### src/rtl/pipe_hazard_ctrl_pkg.sv
// Shared definitions for the pipeline hazard controller: FSM encoding,
// default register-address width, NOP encoding and stall-counter width.
package pipe_hazard_ctrl_pkg;

    localparam logic [1:0] ST_RUN   = 2'd0;
    localparam logic [1:0] ST_WAIT  = 2'd1;
    localparam logic [1:0] ST_FLUSH = 2'd2;

    localparam int REG_AW_DEF = 5;

    localparam logic [31:0] NOP_INSTR = 32'd0;

    localparam int STALL_CNT_W = 16;

endpackage

### src/rtl/pipe_hazard_ctrl_hazard_cmp.sv
// Source/destination comparator for register data hazards, register 0 masked.
// With PIPE_FORWARDING_EN defined only an EXE-stage load can cause a stall.
module pipe_hazard_ctrl_hazard_cmp
    import pipe_hazard_ctrl_pkg::*;
#(
    parameter int REG_AW = REG_AW_DEF
) (
    input  logic [REG_AW-1:0] id_src1,
    input  logic [REG_AW-1:0] id_src2,
    input  logic              id_two_src,
    input  logic [REG_AW-1:0] exe_dest,
    input  logic              exe_wb_en,
    input  logic              exe_mem_read,
    input  logic [REG_AW-1:0] mem_dest,
    input  logic              mem_wb_en,
    output logic              hazard
);

    logic exe_active;
    logic mem_active;
    logic unused_sig;

    function automatic logic reads(input logic [REG_AW-1:0] dst,
                                   input logic [REG_AW-1:0] s1,
                                   input logic [REG_AW-1:0] s2,
                                   input logic              two);
        return (dst != '0) && ((s1 == dst) || (two && (s2 == dst)));
    endfunction

`ifdef PIPE_FORWARDING_EN
    // Forwarding covers everything except a load result needed right away.
    assign exe_active = exe_wb_en && exe_mem_read;
    assign mem_active = 1'b0;
    assign unused_sig = ^{mem_dest, mem_wb_en};
`else
    assign exe_active = exe_wb_en;
    assign mem_active = mem_wb_en;
    assign unused_sig = exe_mem_read;
`endif

    assign hazard = (exe_active && reads(exe_dest, id_src1, id_src2, id_two_src)) ||
                    (mem_active && reads(mem_dest, id_src1, id_src2, id_two_src));

endmodule

### src/rtl/pipe_hazard_ctrl.sv
// Central stall/flush controller: memory waits > taken-branch flush > hazard stall.
// Optional PIPE_FORWARDING_EN narrows hazard detection to load-use only.
module pipe_hazard_ctrl
    import pipe_hazard_ctrl_pkg::*;
#(
    parameter int FLUSH_CYCLES = 1,
    parameter int MEM_TIMEOUT  = 255,
    parameter int REG_AW       = REG_AW_DEF
) (
    input  logic                   clk,
    input  logic                   rst,
    input  logic [REG_AW-1:0]      id_src1,
    input  logic [REG_AW-1:0]      id_src2,
    input  logic                   id_two_src,
    input  logic [REG_AW-1:0]      exe_dest,
    input  logic                   exe_wb_en,
    input  logic                   exe_mem_read,
    input  logic [REG_AW-1:0]      mem_dest,
    input  logic                   mem_wb_en,
    input  logic                   branch_taken,
    input  logic                   mem_req,
    input  logic                   mem_ready,
    output logic                   pc_freeze,
    output logic                   if_id_freeze,
    output logic                   if_id_flush,
    output logic                   id_exe_bubble,
    output logic                   back_freeze,
    output logic                   mem_err,
    output logic [STALL_CNT_W-1:0] stall_count
);

    localparam logic [2:0] FLUSH_N   = 3'(FLUSH_CYCLES);
    localparam logic [7:0] TIMEOUT_N = 8'(MEM_TIMEOUT);

    logic [1:0]             state_q,     state_d;
    logic [2:0]             flush_cnt_q, flush_cnt_d;
    logic [7:0]             wait_cnt_q,  wait_cnt_d;
    logic                   pending_q,   pending_d;
    logic                   mem_err_q,   mem_err_d;
    logic [STALL_CNT_W-1:0] stall_cnt_q, stall_cnt_d;

    logic hazard;
    logic mem_wait;
    logic flush_now;
    logic stall_now;

    function automatic logic [STALL_CNT_W-1:0] sat_inc(input logic [STALL_CNT_W-1:0] v);
        return (&v) ? v : v + STALL_CNT_W'(1);
    endfunction

    pipe_hazard_ctrl_hazard_cmp #(
        .REG_AW (REG_AW)
    ) u_hazard_cmp (
        .id_src1      (id_src1),
        .id_src2      (id_src2),
        .id_two_src   (id_two_src),
        .exe_dest     (exe_dest),
        .exe_wb_en    (exe_wb_en),
        .exe_mem_read (exe_mem_read),
        .mem_dest     (mem_dest),
        .mem_wb_en    (mem_wb_en),
        .hazard       (hazard)
    );

    always_comb begin
        mem_wait  = (mem_req && !mem_ready) || ((state_q == ST_WAIT) && !mem_ready);
        // The mem_ready cycle of WAIT neither flushes nor stalls.
        flush_now = !mem_wait &&
                    (((state_q == ST_RUN) && branch_taken) || (state_q == ST_FLUSH));
        stall_now = !mem_wait && (state_q == ST_RUN) && !branch_taken && hazard;
    end

    assign pc_freeze     = !rst && (mem_wait || stall_now);
    assign if_id_freeze  = !rst && (mem_wait || stall_now);
    assign back_freeze   = !rst && mem_wait;
    assign if_id_flush   = !rst && flush_now;
    assign id_exe_bubble = !rst && (flush_now || stall_now);
    assign mem_err       = mem_err_q;
    assign stall_count   = stall_cnt_q;

    always_comb begin
        state_d     = state_q;
        flush_cnt_d = flush_cnt_q;
        wait_cnt_d  = '0;
        pending_d   = pending_q;
        mem_err_d   = mem_err_q;
        stall_cnt_d = stall_now ? sat_inc(stall_cnt_q) : stall_cnt_q;

        case (state_q)
            ST_RUN: begin
                if (mem_wait) begin
                    state_d   = ST_WAIT;
                    pending_d = branch_taken;
                end else if (branch_taken && (FLUSH_N > 3'd1)) begin
                    // The branch cycle itself is the first flush cycle.
                    state_d     = ST_FLUSH;
                    flush_cnt_d = 3'd1;
                end
            end
            ST_WAIT: begin
                if (mem_ready) begin
                    state_d     = (pending_q || branch_taken) ? ST_FLUSH : ST_RUN;
                    pending_d   = 1'b0;
                    flush_cnt_d = 3'd0;
                end else begin
                    wait_cnt_d = (wait_cnt_q == 8'hFF) ? wait_cnt_q : wait_cnt_q + 8'd1;
                    if (branch_taken) begin
                        pending_d = 1'b1;
                    end
                    if (wait_cnt_d == TIMEOUT_N) begin
                        mem_err_d = 1'b1;
                    end
                end
            end
            ST_FLUSH: begin
                if (mem_wait) begin
                    // Interrupted flush is replayed in full once memory is ready.
                    state_d   = ST_WAIT;
                    pending_d = 1'b1;
                end else begin
                    flush_cnt_d = branch_taken ? 3'd1 : flush_cnt_q + 3'd1;
                    if (flush_cnt_d >= FLUSH_N) begin
                        state_d = ST_RUN;
                    end
                end
            end
            default: begin
                state_d = ST_RUN;
            end
        endcase
    end

    always_ff @(posedge clk) begin
        if (rst) begin
            state_q     <= ST_RUN;
            flush_cnt_q <= '0;
            wait_cnt_q  <= '0;
            pending_q   <= 1'b0;
            mem_err_q   <= 1'b0;
            stall_cnt_q <= '0;
        end else begin
            state_q     <= state_d;
            flush_cnt_q <= flush_cnt_d;
            wait_cnt_q  <= wait_cnt_d;
            pending_q   <= pending_d;
            mem_err_q   <= mem_err_d;
            stall_cnt_q <= stall_cnt_d;
        end
    end

endmodule

### config.mk
export PLATFORM = sky130hd
export DESIGN_NAME = pipe_hazard_ctrl
export DESIGN_NICKNAME = d
export VERILOG_FILES = /design/src/rtl/pipe_hazard_ctrl_pkg.sv /design/src/rtl/pipe_hazard_ctrl_hazard_cmp.sv /design/src/rtl/pipe_hazard_ctrl.sv
export SDC_FILE = /design/constraint.sdc
export NUM_CORES = 1
export LEC_CHECK = 0
export CAP_MARGIN = 25
export CELL_PAD_IN_SITES_DETAIL_PLACEMENT = 1
export CELL_PAD_IN_SITES_GLOBAL_PLACEMENT = 2
export CORE_MARGIN = 2
export CORE_UTILIZATION = 25
export DETAILED_ROUTE_END_ITERATION = 8
export PLACE_DENSITY = 0.8
export SLEW_MARGIN = 10
export SYNTH_ARGS = -nofsm -noshare
export SYNTH_HDL_FRONTEND = slang
export SYNTH_HIERARCHICAL = 1
export SYNTH_SLANG_ARGS = --single-unit
### constraint.sdc
create_clock -name clk -period 2.5 [get_ports clk]
set_clock_uncertainty 0.1 [all_clocks]
set_input_delay 0.375 -clock clk [delete_from_list [all_inputs] [get_ports clk]]
set_output_delay 0.375 -clock clk [all_outputs]
set_load 0.02 [all_outputs]
# Word-level counts from Yosys, hierarchy flattened
# Cells that the tools add are included.
# Widths: inputs -> output; s select.
# op_classes
addsub,3
n_eq_ne,14
n_mux,16
magnitude_cmp,1
reduce_logical,41
bitwise_logic,3
# op_table
cell,n
$eq 5x5->1,4
$logic_and 1x1->1,17
$add 16x1->16 const B,1
$eq 8x8->1 const B,2
$reduce_and 16->1,1
$mux 2,5
$reduce_bool 5->1,2
$mux 3,3
$reduce_and 3->1,3
$add 8x1->8 const B,1
$logic_or 1x1->1,8
$mux 8,1
$ne 2x2->1 const B,4
$pmux 2 s3,1
$pmux 3 s2,1
$logic_not 1->1,4
$mux 1,4
$reduce_and 4->1,1
$add 3x1->3 const B,1
$ge 3x1->1 const B,1
$ne 3x2->1 const B,1
$ne 3x3->1 const B,1
$not 1->1,3
$pmux 1 s3,1
7 further kinds,7
# word_totals
register_bits,31
input_bits,29

# Depth between registers and ports, before layout
# depth
ltp_word,9
mapped_depth,9

# By module
# The synthesis kept the hierarchy.
# modules_own_cells
module,n_inst,cells_per_inst,area_per_inst_um2
pipe_hazard_ctrl,1,210,1727.9
pipe_hazard_ctrl_hazard_cmp,1,34,257.7

# Worst setup path before layout
# Ideal clock, no wire load.
# synth_timing
path_type,input to register
startpoint,input port id_src2[3]
endpoint,"register stall_cnt_q[15], in the netlist stall_count[15]"
path_stages,9
t_arrival_ns,2.294
path_buffers,0
slack_ns,-0.021
cell_sequence,xor2_1 nor4_1 a32oi_1 o22ai_1 nand3b_1 or4_4 a2111oi_4 xnor2_1 nor2_1
# synth_between
elab_chain_cells,8
elab_cells_between_ends,13
# synth_lines
element,line_no,rtl
start: declaration,pipe_hazard_ctrl.sv:13,"input logic [REG_AW-1:0] id_src2,"
$eq 5x5->1,pipe_hazard_ctrl_hazard_cmp.sv:27,return (dst != '0) && ((s1 == dst) || (two && (s2 == dst)));
$logic_and 1x1->1,pipe_hazard_ctrl_hazard_cmp.sv:27,
$logic_or 1x1->1,pipe_hazard_ctrl_hazard_cmp.sv:27,
$logic_and 1x1->1,pipe_hazard_ctrl_hazard_cmp.sv:27,
$logic_and 1x1->1 (on tied branches),"pipe_hazard_ctrl_hazard_cmp.sv:41, pipe_hazard_ctrl_hazard_cmp.sv:42",
$logic_or 1x1->1 *,pipe_hazard_ctrl_hazard_cmp.sv:41,"assign hazard = (exe_active && reads(exe_dest, id_src1, id_src2, id_two_src)) ||"
named net hazard,pipe_hazard_ctrl.sv:42,logic hazard;
$logic_and 1x1->1 *,pipe_hazard_ctrl.sv:70,stall_now = !mem_wait && (state_q == ST_RUN) && !branch_taken && hazard;
$reduce_and 2->1 (no source line) *,n/a,
end signal: assignment,pipe_hazard_ctrl.sv:147,stall_cnt_q <= stall_cnt_d;
end: declaration,pipe_hazard_ctrl.sv:40,"logic [STALL_CNT_W-1:0] stall_cnt_q, stall_cnt_d;"
# The timed path passes the listed nets; every way through them passes the cells marked *.
# A chain may end at the register's enable or synchronous reset.

# Final worst setup path
# layout_timing
startpoint,input port exe_dest[3]
endpoint,"register stall_cnt_q[15], in the netlist stall_count[15]"
# layout_between
elab_chain_cells,8
elab_cells_between_ends,10
# layout_lines
element,line_no,rtl
start: declaration,pipe_hazard_ctrl.sv:15,"input logic [REG_AW-1:0] exe_dest,"
$eq 5x5->1,pipe_hazard_ctrl_hazard_cmp.sv:27,
$logic_and 1x1->1,pipe_hazard_ctrl_hazard_cmp.sv:27,
$logic_or 1x1->1,pipe_hazard_ctrl_hazard_cmp.sv:27,
$logic_and 1x1->1 *,pipe_hazard_ctrl_hazard_cmp.sv:27,
$logic_and 1x1->1 *,pipe_hazard_ctrl_hazard_cmp.sv:41,
$logic_or 1x1->1 *,pipe_hazard_ctrl_hazard_cmp.sv:41,
named net hazard,pipe_hazard_ctrl.sv:42,
$logic_and 1x1->1 *,pipe_hazard_ctrl.sv:70,
$reduce_and 2->1 (no source line) *,n/a,
# Marked as above.

==> impl_results.md <==
- Number of buffers created by CTS: 5
- Slew Limit Fails: 0
- Xor and xnor area share after synthesis: 0.154
- Outcome: complete, but fails checks
- Core Rows: 32
- Critical path class: primary input to register
- Area contributors post-synth: dfxtp_1, xnor2_1, xor2_1, nor2_1, ha_1
- Syn_area_per_cell: 8.14 um^2
- DR WL/cell: 14.5 um
- RSZ-0062 raised after global routing: true
- Syn Inst Count: 244
- I/O pin cnt: 51
- Crit path DAT: approximately 2.6 ns
- Main combinational cell family by area after synthesis: simple AND/OR/NAND/NOR gates
- DIE AREA: 8670 um^2
- Critical Path RT: 2.58 ns
- Synth Area in Adders: 0.0441
- Final Setup Violations: 2
- CP max stage delay: ~0.54 ns
- Tightest Pin Transition: 0.440 ns
- Number of buffers added on ports: around 50
- Power Density: 471 nW/um^2
- Clock tree root driver cell: clkbuf_8
- Max_slew headroom: 0.699
- Vias in the first global route: 2019
- Largest net degree at the start of global routing: 20
- Die H: approximately 93 um
- RePlAce Congestion: 0.849
- Mux cell area share after synthesis: 0.0101
- Vias per cell: 4.75
- Final worst slack: -0.0511 ns
- Combinational power share: 0.282
- Vias: 1977
- Seq/Total Area, Yosys: 0.313
- TritonRoute pass-1 iters: 4
- H-tree Lvls: 2
- Worst min-delay path startpoint: mem_err
- Failing checks: setup timing
- CTS tree: built
- Sink Count: 31
- Worst R2R Start: state_q[0]
- CP max FO: 3
- Synthesized area: 1990 um^2
- Hold WC Path Type: register to register
- Tmin final: approximately 2.6 ns
- Filler cells: 919
- CP max-delay cell: or4_4
- Core area: 7730 um^2
- Die X-Extent: 93.1 um
- Hold-fix buffers, CTS: 0
- Synth warn: 6
- Clock network power share: 0.325
- CP Capture Type: register
- Iter 0 DRT Violations: 65
- Dpl hpwl: around 4.6 mm
- Max-cap violations: 0
- Syn nets: between 200 and 300
- GRT Total Usage: 0.147
- Worst path cell trace: dlygate4sd2_1 -> xnor2_2 -> nand4_1 -> o22a_1 -> o22ai_2 -> nand3b_1 -> buf_6 -> or4_4 -> a2111oi_4 -> xnor2_1 -> nor2_1
- Clock latency on the worst-skew pair: 0.29 ns
- Max Freq: 392 MHz
- Post-synthesis simple-gate area fraction: 0.273
- Flops & latches, synth: 31
- # nets final: 349
- Dpl ws: -0.830 ns
- Area occupied by multi-input gates: 1380 um^2
- Critical Path Source: exe_dest[3]
- Initial antenna violation count: 0
- First-pass GRT wire length: 10.1 mm
- Clock tree buffer depth: 2
- Share of cells above drive strength 1: 0.191
- Net switching power: roughly 0.00042 W
- Residual DRC: 0
- Hold Fails Final Rpt: 0
- Period utilisation layout: 1.02
- Power Total: 0.00136 W
- Synth unique cells: 48
- Flop pwr share: 0.394
- Leading area contributor after synthesis: dfxtp_1
- Starting Density: 0.257
- Number of diodes: 0
- Sw Share: 0.308
- Total wire length: around 6.0 mm
- Area Overhead vs Synth: 45.6%
- VDD IR max: 0.151 mV
- Internal power: roughly 0.00094 W
- Post-route ant nets: 0
- Area share of the largest cell type after synthesis: 0.313
- P_leak: 1.04 nW
- Compound-cell area share of the yosys netlist: 0.171
- Worst setup SP type: primary input
- Worst-path clk slew: about 0.070 ns
- Total grt overflow: 0
- Reg area: 621 um^2
## power by group through the flow
stage / sequential, W / clock, W / combinational [W]
2_1_floorplan: 0.000542 / 0 / 0.000223
3_3_place_gp: 0.000548 / 0 / 0.000366
3_5_place_dp: 0.000548 / 0 / 0.000378
4_1_cts: 0.000536 / 0.000459 / 0.000375
5_1_grt: 0.000540 / 0.000485 / 0.000429
6_report: 0.000536 / 0.000442 / 0.000383
## state kept, by name, summed over array words and instances, names as in the netlist
name	cells
flush_cnt_q	3
mem_err	1
pending_q	1
stall_count	16
state_q	2
wait_cnt_q	8
## cell usage after synthesis, drive strengths merged
library cell / instances
nor2: 32
dfxtp: 31
xnor2: 20
nand2: 18
a21oi: 16
nand3: 16
xor2: 15
o21ai: 9
ha: 7
nand4: 7
a211oi: 6
clkbuf: 6
inv: 6
or4: 6
or2: 4
buf: 3
nand2b: 3
nor3: 3
nor4: 3
o31ai: 3
a2111oi: 2
a22oi: 2
a32oi: 2
and4: 2
mux2i: 2
nor2b: 2
nor3b: 2
o22ai: 2
a21o: 1
a31oi: 1
a41oi: 1
and2: 1
and3: 1
and3b: 1
nand3b: 1
o21a: 1
o21ba: 1
o21bai: 1
o22a: 1
o32ai: 1
or3: 1
or4b: 1
## cell type report
class	instances	share of cell area
sequential	31	0.215
multi-input combinational	198	0.477
timing repair buffer	71	0.222
tap	102	0.0441
inverter	6	0.00779
clock buffer	8	0.0346
## through the flow
step            util  setup TNS (ns)  area (um^2)  cells  hold slack, ns
3_5_place_dp   0.351          -10.88         2720    407           0.361
5_1_grt        0.374          -0.956         2890    416           0.392
6_report       0.374         -0.0575         2890    416           0.364
3_3_place_gp   0.351           -7.70         2720    407           0.354
4_1_cts        0.369          -0.134         2850    415           0.372
2_1_floorplan      -               0         1990    244           0.358
## metal layers
layer	vias to the layer above	GRT usage	wire (um)
met5	-	0	0
met4	0	0.0208	47
met3	8	0.0379	160
met2	20	0.242	2880
met1	942	0.198	2960
li1	1007	-	-
## path summary, 6_finish.rpt
check,end,slack [ns],cells past startpoint
max,stall_count[15],-0.05,11
min,mem_err,0.36,2
max reg2reg,stall_count[15],0.26,8
min reg2reg,mem_err,0.36,2
## critical path, delay by kind of cell
kind | cells | cell delay [ns]
compound gates | 3 | 0.54
xor+xnor | 2 | 0.33
buf+inv | 2 | 0.47
simple gates | 4 | 0.91
## repair_timing
| action | 4_1_cts | 5_1_grt |
|---|---|---|
| setup endpoints to repair | 17 | 12 |
| setup buffers | 0 | 1 |
| pin swaps | 19 | 3 |
| gates resized for setup | 74 | 12 |
## cell families after synthesis
| kind of cell | count (synthesis) |
|---|---|
| simple gates | 104 |
| compound gates | 50 |
| xor+xnor | 35 |
| flops | 31 |
| buf+inv | 15 |
| fa+ha+maj | 7 |
| mux | 2 |
## cell usage in the layout (no fill, tap or decap), types with 3 or more instances in the layout
cell type and count:
clkdlybuf4s50_1 24, nand2_1 18, nand2b_1 3, ha_1 7, nand3_1 15, dlygate4sd2_1 10, xor2_1 13, dfxtp_1 31
or2_2 4, clkbuf_8 7, nand4_1 7, buf_4 22, inv_1 6, or4_1 3, buf_6 5, nor2_1 31
clkdlybuf4s15_1 5, xnor2_1 19, a211oi_1 5, buf_2 3, or4_4 3, o21ai_0 7, o31ai_1 3, a21oi_1 15
No activity file was read; power rests on OpenSTA's default activity.
